**config.mk**
```make
export PLATFORM = sky130hd
export DESIGN_NAME = ip_ttl_csum_update
export DESIGN_NICKNAME = d
export VERILOG_FILES = /design/src/rtl/ip_ttl_csum_update.sv
export SDC_FILE = /design/constraint.sdc
export NUM_CORES = 2
export LEC_CHECK = 0
export BUFFER_PORTS_ARGS = -buffer_cell sky130_fd_sc_hd__buf_2
export CAP_MARGIN = 5
export CORE_AREA = 8 8 383 385
export DETAILED_ROUTE_END_ITERATION = 10
export DIE_AREA = 0 0 391 393
export PLACE_DENSITY = 0.49
export SLEW_MARGIN = 30
export SYNTH_ARGS = -nofsm -noshare
export SYNTH_HDL_FRONTEND = slang
export SYNTH_SLANG_ARGS = --single-unit
export TNS_END_PERCENT = 50
```
**constraint.sdc**
```tcl
create_clock -name AXI_ACLK -period 77.3 [get_ports AXI_ACLK]
set_clock_uncertainty 0.05 [all_clocks]
set_input_delay 7.73 -clock AXI_ACLK [delete_from_list [all_inputs] [get_ports AXI_ACLK]]
set_output_delay 7.73 -clock AXI_ACLK [all_outputs]
set_load 0.005 [all_outputs]
```
**src/rtl/ip_ttl_csum_update.sv**
```systemverilog
// IPv4 TTL decrement and incremental header-checksum patch stage.
// Folds upstream partial sums, validates the header, flags bad/expired packets for drop.
`timescale 1ns/1ps

module ip_ttl_csum_update #(
  parameter int C_M_AXIS_DATA_WIDTH  = 256,
  parameter int C_S_AXIS_DATA_WIDTH  = 256,
  parameter int C_M_AXIS_TUSER_WIDTH = 128,
  parameter int C_S_AXIS_TUSER_WIDTH = 128,
  parameter int DST_PORT_POS         = 24,
  parameter int COUNTER_WIDTH        = 32
) (
  input  logic                                 AXI_ACLK,
  input  logic                                 AXI_RESET,
  input  logic [C_S_AXIS_DATA_WIDTH-1:0]       S_AXIS_TDATA,
  input  logic [C_S_AXIS_DATA_WIDTH/8-1:0]     S_AXIS_TSTRB,
  input  logic [C_S_AXIS_TUSER_WIDTH-1:0]      S_AXIS_TUSER,
  input  logic                                 S_AXIS_TVALID,
  input  logic                                 S_AXIS_TLAST,
  output logic                                 S_AXIS_TREADY,
  output logic [C_M_AXIS_DATA_WIDTH-1:0]       M_AXIS_TDATA,
  output logic [C_M_AXIS_DATA_WIDTH/8-1:0]     M_AXIS_TSTRB,
  output logic [C_M_AXIS_TUSER_WIDTH-1:0]      M_AXIS_TUSER,
  output logic                                 M_AXIS_TVALID,
  output logic                                 M_AXIS_TLAST,
  input  logic                                 M_AXIS_TREADY,
  input  logic [31:0]                          checksum11,
  input  logic [31:0]                          checksum12,
  output logic [COUNTER_WIDTH-1:0]             ip_fwd_count,
  output logic [COUNTER_WIDTH-1:0]             bad_csum_count,
  output logic [COUNTER_WIDTH-1:0]             ttl_exp_count
);

  localparam int STRB_W = C_M_AXIS_DATA_WIDTH / 8;
  localparam logic [COUNTER_WIDTH-1:0] CNT_ONE = {{(COUNTER_WIDTH-1){1'b0}}, 1'b1};

  typedef enum logic [1:0] {
    ST_SOP  = 2'd0,
    ST_CALC = 2'd1,
    ST_EMIT = 2'd2,
    ST_BODY = 2'd3
  } state_t;

  // One's-complement fold of the two 32-bit partial sums down to 16 bits.
  function automatic logic [15:0] fold_csum(input logic [31:0] a, input logic [31:0] b);
    logic [32:0] s;
    logic [17:0] f1;
    logic [16:0] f2;
    logic [15:0] f;
    s  = {1'b0, a} + {1'b0, b};
    f1 = {2'b00, s[15:0]} + {2'b00, s[31:16]} + {17'd0, s[32]};
    f2 = {1'b0, f1[15:0]} + {15'd0, f1[17:16]};
    f  = f2[15:0] + {15'd0, f2[16]};
    return f;
  endfunction

  // TTL occupies the high byte of its header word, so a decrement adds 0x0100 to the checksum.
  function automatic logic [15:0] patch_csum(input logic [15:0] csum);
    logic [16:0] c;
    c = {1'b0, csum} + 17'h00100;
    return c[15:0] + {15'd0, c[16]};
  endfunction

  state_t                            state_q, state_d;
  logic [C_M_AXIS_DATA_WIDTH-1:0]    hold_data_q, hold_data_d;
  logic [STRB_W-1:0]                 hold_strb_q, hold_strb_d;
  logic [C_M_AXIS_TUSER_WIDTH-1:0]   hold_user_q, hold_user_d;
  logic                              hold_last_q, hold_last_d;
  logic [C_M_AXIS_DATA_WIDTH-1:0]    out_data_q, out_data_d;
  logic [STRB_W-1:0]                 out_strb_q, out_strb_d;
  logic [C_M_AXIS_TUSER_WIDTH-1:0]   out_user_q, out_user_d;
  logic                              out_last_q, out_last_d;
  logic                              out_valid_q, out_valid_d;
  logic [COUNTER_WIDTH-1:0]          fwd_cnt_q, fwd_cnt_d;
  logic [COUNTER_WIDTH-1:0]          bad_cnt_q, bad_cnt_d;
  logic [COUNTER_WIDTH-1:0]          exp_cnt_q, exp_cnt_d;

  logic                              s_ready_s;
  logic                              out_free_s;
  logic [15:0]                       folded_s;
  logic                              is_ipv4_s;
  logic                              csum_ok_s;
  logic                              ttl_expired_s;

  assign out_free_s    = ~out_valid_q | M_AXIS_TREADY;
  assign folded_s      = fold_csum(checksum11, checksum12);
  assign csum_ok_s     = (folded_s == 16'hFFFF);
  // Single-beat frames are excluded: upstream sums are stale for them.
  assign is_ipv4_s     = (hold_data_q[159:144] == 16'h0800) && (hold_data_q[143:136] == 8'h45) && !hold_last_q;
  assign ttl_expired_s = (hold_data_q[79:72] <= 8'd1);

  // Next-state, hold/output register loading and counter updates.
  always_comb begin
    state_d     = state_q;
    hold_data_d = hold_data_q;
    hold_strb_d = hold_strb_q;
    hold_user_d = hold_user_q;
    hold_last_d = hold_last_q;
    out_data_d  = out_data_q;
    out_strb_d  = out_strb_q;
    out_user_d  = out_user_q;
    out_last_d  = out_last_q;
    out_valid_d = out_valid_q & ~M_AXIS_TREADY;
    fwd_cnt_d   = fwd_cnt_q;
    bad_cnt_d   = bad_cnt_q;
    exp_cnt_d   = exp_cnt_q;
    s_ready_s   = 1'b0;

    case (state_q)
      ST_SOP: begin
        s_ready_s = 1'b1;
        if (S_AXIS_TVALID) begin
          hold_data_d = S_AXIS_TDATA;
          hold_strb_d = S_AXIS_TSTRB;
          hold_user_d = S_AXIS_TUSER;
          hold_last_d = S_AXIS_TLAST;
          state_d     = ST_CALC;
        end else begin
          state_d = ST_SOP;
        end
      end

      ST_CALC: begin
        if (is_ipv4_s) begin
          if (!csum_ok_s) begin
            hold_user_d[DST_PORT_POS +: 8] = 8'h00;
            bad_cnt_d = bad_cnt_q + CNT_ONE;
          end else if (ttl_expired_s) begin
            hold_user_d[DST_PORT_POS +: 8] = 8'h00;
            exp_cnt_d = exp_cnt_q + CNT_ONE;
          end else begin
            hold_data_d[79:72] = hold_data_q[79:72] - 8'd1;
            hold_data_d[63:48] = patch_csum(hold_data_q[63:48]);
            fwd_cnt_d = fwd_cnt_q + CNT_ONE;
          end
        end else begin
          hold_data_d = hold_data_q;
        end
        state_d = ST_EMIT;
      end

      ST_EMIT: begin
        if (out_free_s) begin
          out_data_d  = hold_data_q;
          out_strb_d  = hold_strb_q;
          out_user_d  = hold_user_q;
          out_last_d  = hold_last_q;
          out_valid_d = 1'b1;
          state_d     = hold_last_q ? ST_SOP : ST_BODY;
        end else begin
          state_d = ST_EMIT;
        end
      end

      ST_BODY: begin
        s_ready_s = out_free_s;
        if (S_AXIS_TVALID && out_free_s) begin
          out_data_d  = S_AXIS_TDATA;
          out_strb_d  = S_AXIS_TSTRB;
          out_user_d  = S_AXIS_TUSER;
          out_last_d  = S_AXIS_TLAST;
          out_valid_d = 1'b1;
          state_d     = S_AXIS_TLAST ? ST_SOP : ST_BODY;
        end else begin
          state_d = ST_BODY;
        end
      end

      default: begin
        state_d = ST_SOP;
      end
    endcase
  end

  // State, hold, output and counter registers.
  always_ff @(posedge AXI_ACLK or posedge AXI_RESET) begin
    if (AXI_RESET) begin
      state_q     <= ST_SOP;
      hold_data_q <= '0;
      hold_strb_q <= '0;
      hold_user_q <= '0;
      hold_last_q <= 1'b0;
      out_data_q  <= '0;
      out_strb_q  <= '0;
      out_user_q  <= '0;
      out_last_q  <= 1'b0;
      out_valid_q <= 1'b0;
      fwd_cnt_q   <= '0;
      bad_cnt_q   <= '0;
      exp_cnt_q   <= '0;
    end else begin
      state_q     <= state_d;
      hold_data_q <= hold_data_d;
      hold_strb_q <= hold_strb_d;
      hold_user_q <= hold_user_d;
      hold_last_q <= hold_last_d;
      out_data_q  <= out_data_d;
      out_strb_q  <= out_strb_d;
      out_user_q  <= out_user_d;
      out_last_q  <= out_last_d;
      out_valid_q <= out_valid_d;
      fwd_cnt_q   <= fwd_cnt_d;
      bad_cnt_q   <= bad_cnt_d;
      exp_cnt_q   <= exp_cnt_d;
    end
  end

  assign S_AXIS_TREADY  = s_ready_s;
  assign M_AXIS_TDATA   = out_data_q;
  assign M_AXIS_TSTRB   = out_strb_q;
  assign M_AXIS_TUSER   = out_user_q;
  assign M_AXIS_TLAST   = out_last_q;
  assign M_AXIS_TVALID  = out_valid_q;
  assign ip_fwd_count   = fwd_cnt_q;
  assign bad_csum_count = bad_cnt_q;
  assign ttl_exp_count  = exp_cnt_q;

endmodule

```
Word level (Yosys, flattened, before mapping)
Cells that the tools add are included.

storage, ports and cells
  register bits after elaboration = 933
  input port bits = 485
  logic and storage cells = 97

operators by class
  equal/unequal tests = 13
  $add $sub $neg = 11
  mux-type cells = 35
  bitwise logic cells = 7
  reduce and logical (&&, ||, !) cells = 15
  order comparisons = 1

operators with widths
  cell                                                            number
  case mux 256 bit (2 select lines)                               2
  two-way mux 256 bit                                             3
  two-way mux 128 bit                                             2
  case mux 128 bit (2 select lines)                               1
  adder 32 x 1 -> 32 bit, second input constant                   3
  two-way mux 32 bit                                              3
  case mux 32 bit (2 select lines)                                1
  two-way mux 16 bit                                              3
  two-way mux 8 bit                                               6
  adder 32 x 32 -> 33 bit                                         1
  adder 16 x 1 -> 16 bit                                          2
  adder 17 x 1 -> 18 bit                                          1
  adder 16 x 16 -> 17 bit                                         1
  adder 16 x 2 -> 17 bit                                          1
  adder 16 x 9 -> 17 bit, second input constant                   1
  == test 16 x 12 -> 1 bit, second input constant                 1
  == test 16 bit, second input constant                           1
  case mux 8 bit (2 select lines)                                 1
  inequality test 2 bit, second input constant                    6
  AND reduction 4 bit                                             3
  AND reduction 3 bit                                             3
  == test 8 x 7 -> 1 bit, second input constant                   1
  less-or-equal comparator 8 x 1 -> 1 bit, second input constant  1
  two-way mux 2 bit                                               4
  16 further kinds                                                30

Longest topological paths before layout
  word-level depth = 9
  gate-level depth with buffers = 41
  mapped depth without buffers = 39

Worst setup path after synthesis
OpenSTA, ideal clock, no wires.

  kind = input-to-output
  start = in M_AXIS_TREADY
  end = out S_AXIS_TREADY
  slack = 61396 ps
  stages on the path = 3
  arrival time = 8124 ps
  buffers on the path = 0
  path through = nand2b_1 a21oi_1 nor2_1

between the ends
  word-level cells in the longest chain between the ends = 2

ends and longest elaborated chain
  what                             RTL line  source
  from (decl)                      26        input logic M_AXIS_TREADY,
  OR 1 bit                         85        assign out_free_s = ~out_valid_q | M_AXIS_TREADY;
  case mux 1 bit (2 select lines)  109       case (state_q)
  to (decl)                        20        output logic S_AXIS_TREADY,

No other way between the ends.

Worst setup path after layout
  start = in checksum11[0]
  end = reg exp_cnt_q[5] (netlist: ttl_exp_count[5])

between the ends
  word-level cells in the longest chain between the ends = 7

ends and longest elaborated chain
  what                                      RTL line  source
  from (decl)                               27        input logic [31:0] checksum11,
  adder 32 x 32 -> 33 bit (*)               50        s = {1'b0, a} + {1'b0, b};
  adder 16 x 16 -> 17 bit                   51        f1 = {2'b00, s[15:0]} + {2'b00, s[31:16]} + {17'd0, s[32]};
  adder 17 x 1 -> 18 bit (*)                51
  adder 16 x 2 -> 17 bit (*)                52        f2 = {1'b0, f1[15:0]} + {15'd0, f1[17:16]};
  adder 16 x 1 -> 16 bit (*)                53        f = f2[15:0] + {15'd0, f2[16]};
  == test 16 bit (*)                        87        assign csum_ok_s = (folded_s == 16'hFFFF);
  AND reduction 4 bit (no source line) (*)  --
  to (signal assigned)                      204       exp_cnt_q <= exp_cnt_d;
  to (decl)                                 76        logic [COUNTER_WIDTH-1:0] exp_cnt_q, exp_cnt_d;

Every way passes the cells marked *; elsewhere a longest branch is shown, timed or not.
A chain may end at the register's enable or synchronous reset.

==> qor.yml <==
cts_tree: "built"
first_pass_iters: 6
crit_path_max_incr_delay_ps: 750
wl_per_cell_um: 21.07
met1_usage_pct: 21.93
viasPerCell: 4.806
antenna_found_initial: 93
critPathKind: "in -> reg"
fin_ws_ps: 60760
portBuffers: 999
grt_max_degree: 220
worst_ep_arrival_time_ps: 17050
start_util_pct: 30.51
yosysTopAreaCellShare_pct: 54.44
ctsHtreeMaxLevel: 3
endpoint_kind: "register"
synth_top_family_by_area: "multiplexers"
syn_to_final_growth_pct: 24.96
synth-simple-area-share_pct: 12.71
peakVddDrop_uv: 37.75
rr_endpoint: "M_AXIS_TDATA[25]"
drt-total-wl_um: 149800
min_from: "ip_fwd_count[31]"
reg2regPathDepth: 10
antenna_left: 0
die_h_um: 393
yosys_register_bits: 933
cts_buffers: 109
fill_cells: 14328
yosysUniqueCellTypes: 72
place_ws_ps: 60080
hp-class: "reg -> reg"
ioPinCount: 1000
numClockSinks: 933
gr-total-overflow: 0
cts-root-buf: "clkbuf_16"
path_buf_inv: 2
cpMostUsedCell: "ha_1"
via_count: 34163
met2_usage_pct: 30.81
syn_avg_cell_area_um2: 10.22
report.final.slew_viol_count: 0
required_ps: 77810
post-route-drc-count: 0
gp_congestion: 0.8540
layout_commonest_cell: "buf_2"
critical-path-top-delay-family: "compound AO/OA/AOI/OAI gates"
synth_compound_area_share_pct: 11.22
fp.dieW_um: 391
status: "completed"
ys_seq_area_share_pct: 54.44
synth_edf_count: 0
tightest_slew_ps: 992.9
synth_flop_cell: "dfrtp_1"
top_usage_layer: "met2"
setup_viol: 0
grt_pass1_vias: 33992
synth.area.top_cells: "dfrtp_1, mux2i_1, a21oi_1, nand2_1, nor2_1"
post_cts_buffers: 0
fmax_mhz: 60.46
placement_rows: 138
insertion_delay_ps: 730
netlist_area_mm2: 0.04288
drive_gt1_share_pct: 27.05
rsz0062_at_grt: "no"
use_met3_pct: 7.631
synth_area_leader_cell: "dfrtp_1"
die_area_mm2: 0.1537
synthArstFlopShare_pct: 100.0
syn_nets: 4750
ys_warn_count: 0
whs_path_depth: 1
total_power_w: 0.002270
slew_headroom_pct: 33.81
dp_hpwl_um: 108800
coreArea_mm2: 0.1406
synth_adder_area_share_pct: 2.036
hold_buffers: 0
grt_util_all_layers_pct: 18.65
hold_violations: 0
finalNetCount: 5640
whs_ps: 410.6
fin_crit_sh_pct: 21.40
synth.area.mux_share_pct: 13.95
fin_crit_ps: 16540
maxCapViolations: 0
r2r-start: "state_q[0]"
p_leak_nw: 24.56
timing.reg2reg.setup_slack_ps: 72530
cts_max_path_buffers: 3
fin_tns_setup_ps: 0
syn_inst: 4197
cts_resized: 0
final_cell_mix: "buf_2, dfrtp_1, nand2_1"
drt-initial-drc-count: 2021
grt_pass1_wl_um: 221500
p_per_area_mw_per_mm2: 42.35
worstSetupStartpointType: "primary input"
synthXorXnorAreaFrac_pct: 2.891
clk_pin_slew_ps: 60
min_to: "ip_fwd_count[31]"
crit_fanout: 11
critPathSlowestCell: "a2111oi_1"
synthesized netlist by cell type (all sizes together), types with 4 or more instances:
library cell / instances
a41oi: 6
a22oi: 12
nor2b: 11
and3: 37
o22ai: 9
o21a: 9
mux2i: 420
a2111oi: 5
a21o: 19
inv: 42
a31oi: 10
nor4b: 6
mux2: 158
nor3: 46
nand3: 49
xor2: 65
nand2b: 7
o21ai: 257
a21oi: 465
o2111ai: 4
a311oi: 4
o2bb2a: 7
xnor2: 74
and2: 9
o21bai: 5
and4: 7
dfrtp: 933
ha: 65
nand4: 30
o22a: 9
a22o: 8
buf: 25
nand2: 551
nor4: 24
a221oi: 8
or3: 10
clkbuf: 243
nor2: 504
registers in the layout (all words and copies together) (netlist names):
signal	count
ip_fwd_count	32
hold_last_q	1
hold_data_q	256
M_AXIS_TUSER	128
M_AXIS_TDATA	256
hold_strb_q	32
M_AXIS_TLAST	1
hold_user_q	128
M_AXIS_TSTRB	32
M_AXIS_TVALID	1
state_q	2
ttl_exp_count	32
bad_csum_count	32
worst register-to-register path, cell delays in order, from the launching register on:
cell,delay [ps]
dfrtp_1,420
ha_4,680
mux2i_1,280
nor2_4,140
buf_4,510
buf_4,800
buf_4,670
buf_12,300
buf_4,600
nor2_1,110
a21oi_1,140
routing by layer:
layer	share of wire, %	vias up
met5	0.20	-
met4	2.9	48
met3	9.4	265
met2	48	949
met1	40	16541
li1	-	16360
report_power, final:
group	switching (W)	internal, W	leakage, nW
Clock	0.000217	0.000313	1.84
Sequential	0.000125	0.000710	11.1
Combinational	0.000533	0.000372	11.6
cell type report:
type                       instances  area [um^2]  area share [%]
clock inverter                    36        471.7          0.8802
clock buffer                     163         3241           6.047
inverter                          42        172.7          0.3222
antenna                           44        110.1          0.2055
timing repair buffer            1047         5484           10.23
sequential                       933        23350           43.57
multi-input combinational       2954        18400           34.33
tap                             1890         2365           4.413
stage by stage:
| stage | util (%) | std cells | area, um^2 |
|---|---|---|---|
| after global placement | 35.32 | 6862 | 49640 |
| after detailed placement | 35.34 | 6863 | 49670 |
| after CTS | 37.98 | 7062 | 53380 |
| final | 38.13 | 7109 | 53590 |
| after global routing | 38.09 | 7089 | 53540 |
| after floorplan | - | 4197 | 42880 |
how the worst max path moves through the flow:
stage,from,endpoint,slack (ps),cells after the start
after floorplan,AXI_RESET,M_AXIS_TDATA[0],43280,1
after global placement,checksum11[0],ip_fwd_count[31],59980,40
after detailed placement,checksum11[0],hold_data_q[72],60080,41
after CTS,checksum11[0],hold_data_q[72],60830,41
after global routing,checksum11[0],hold_data_q[72],59920,41
final,checksum11[0],ttl_exp_count[5],60760,40
cell families (layout without fill, tap and decap cells):
family          after synthesis  count (layout)
compound gates              864             864
mux                         578             578
flops                       933             933
simple gates               1304            1304
fa+ha+maj                    68              68
other cells                   0              44
buf+inv                     310            1288
xor+xnor                    140             140
No activity file was read; power rests on OpenSTA's default activity.
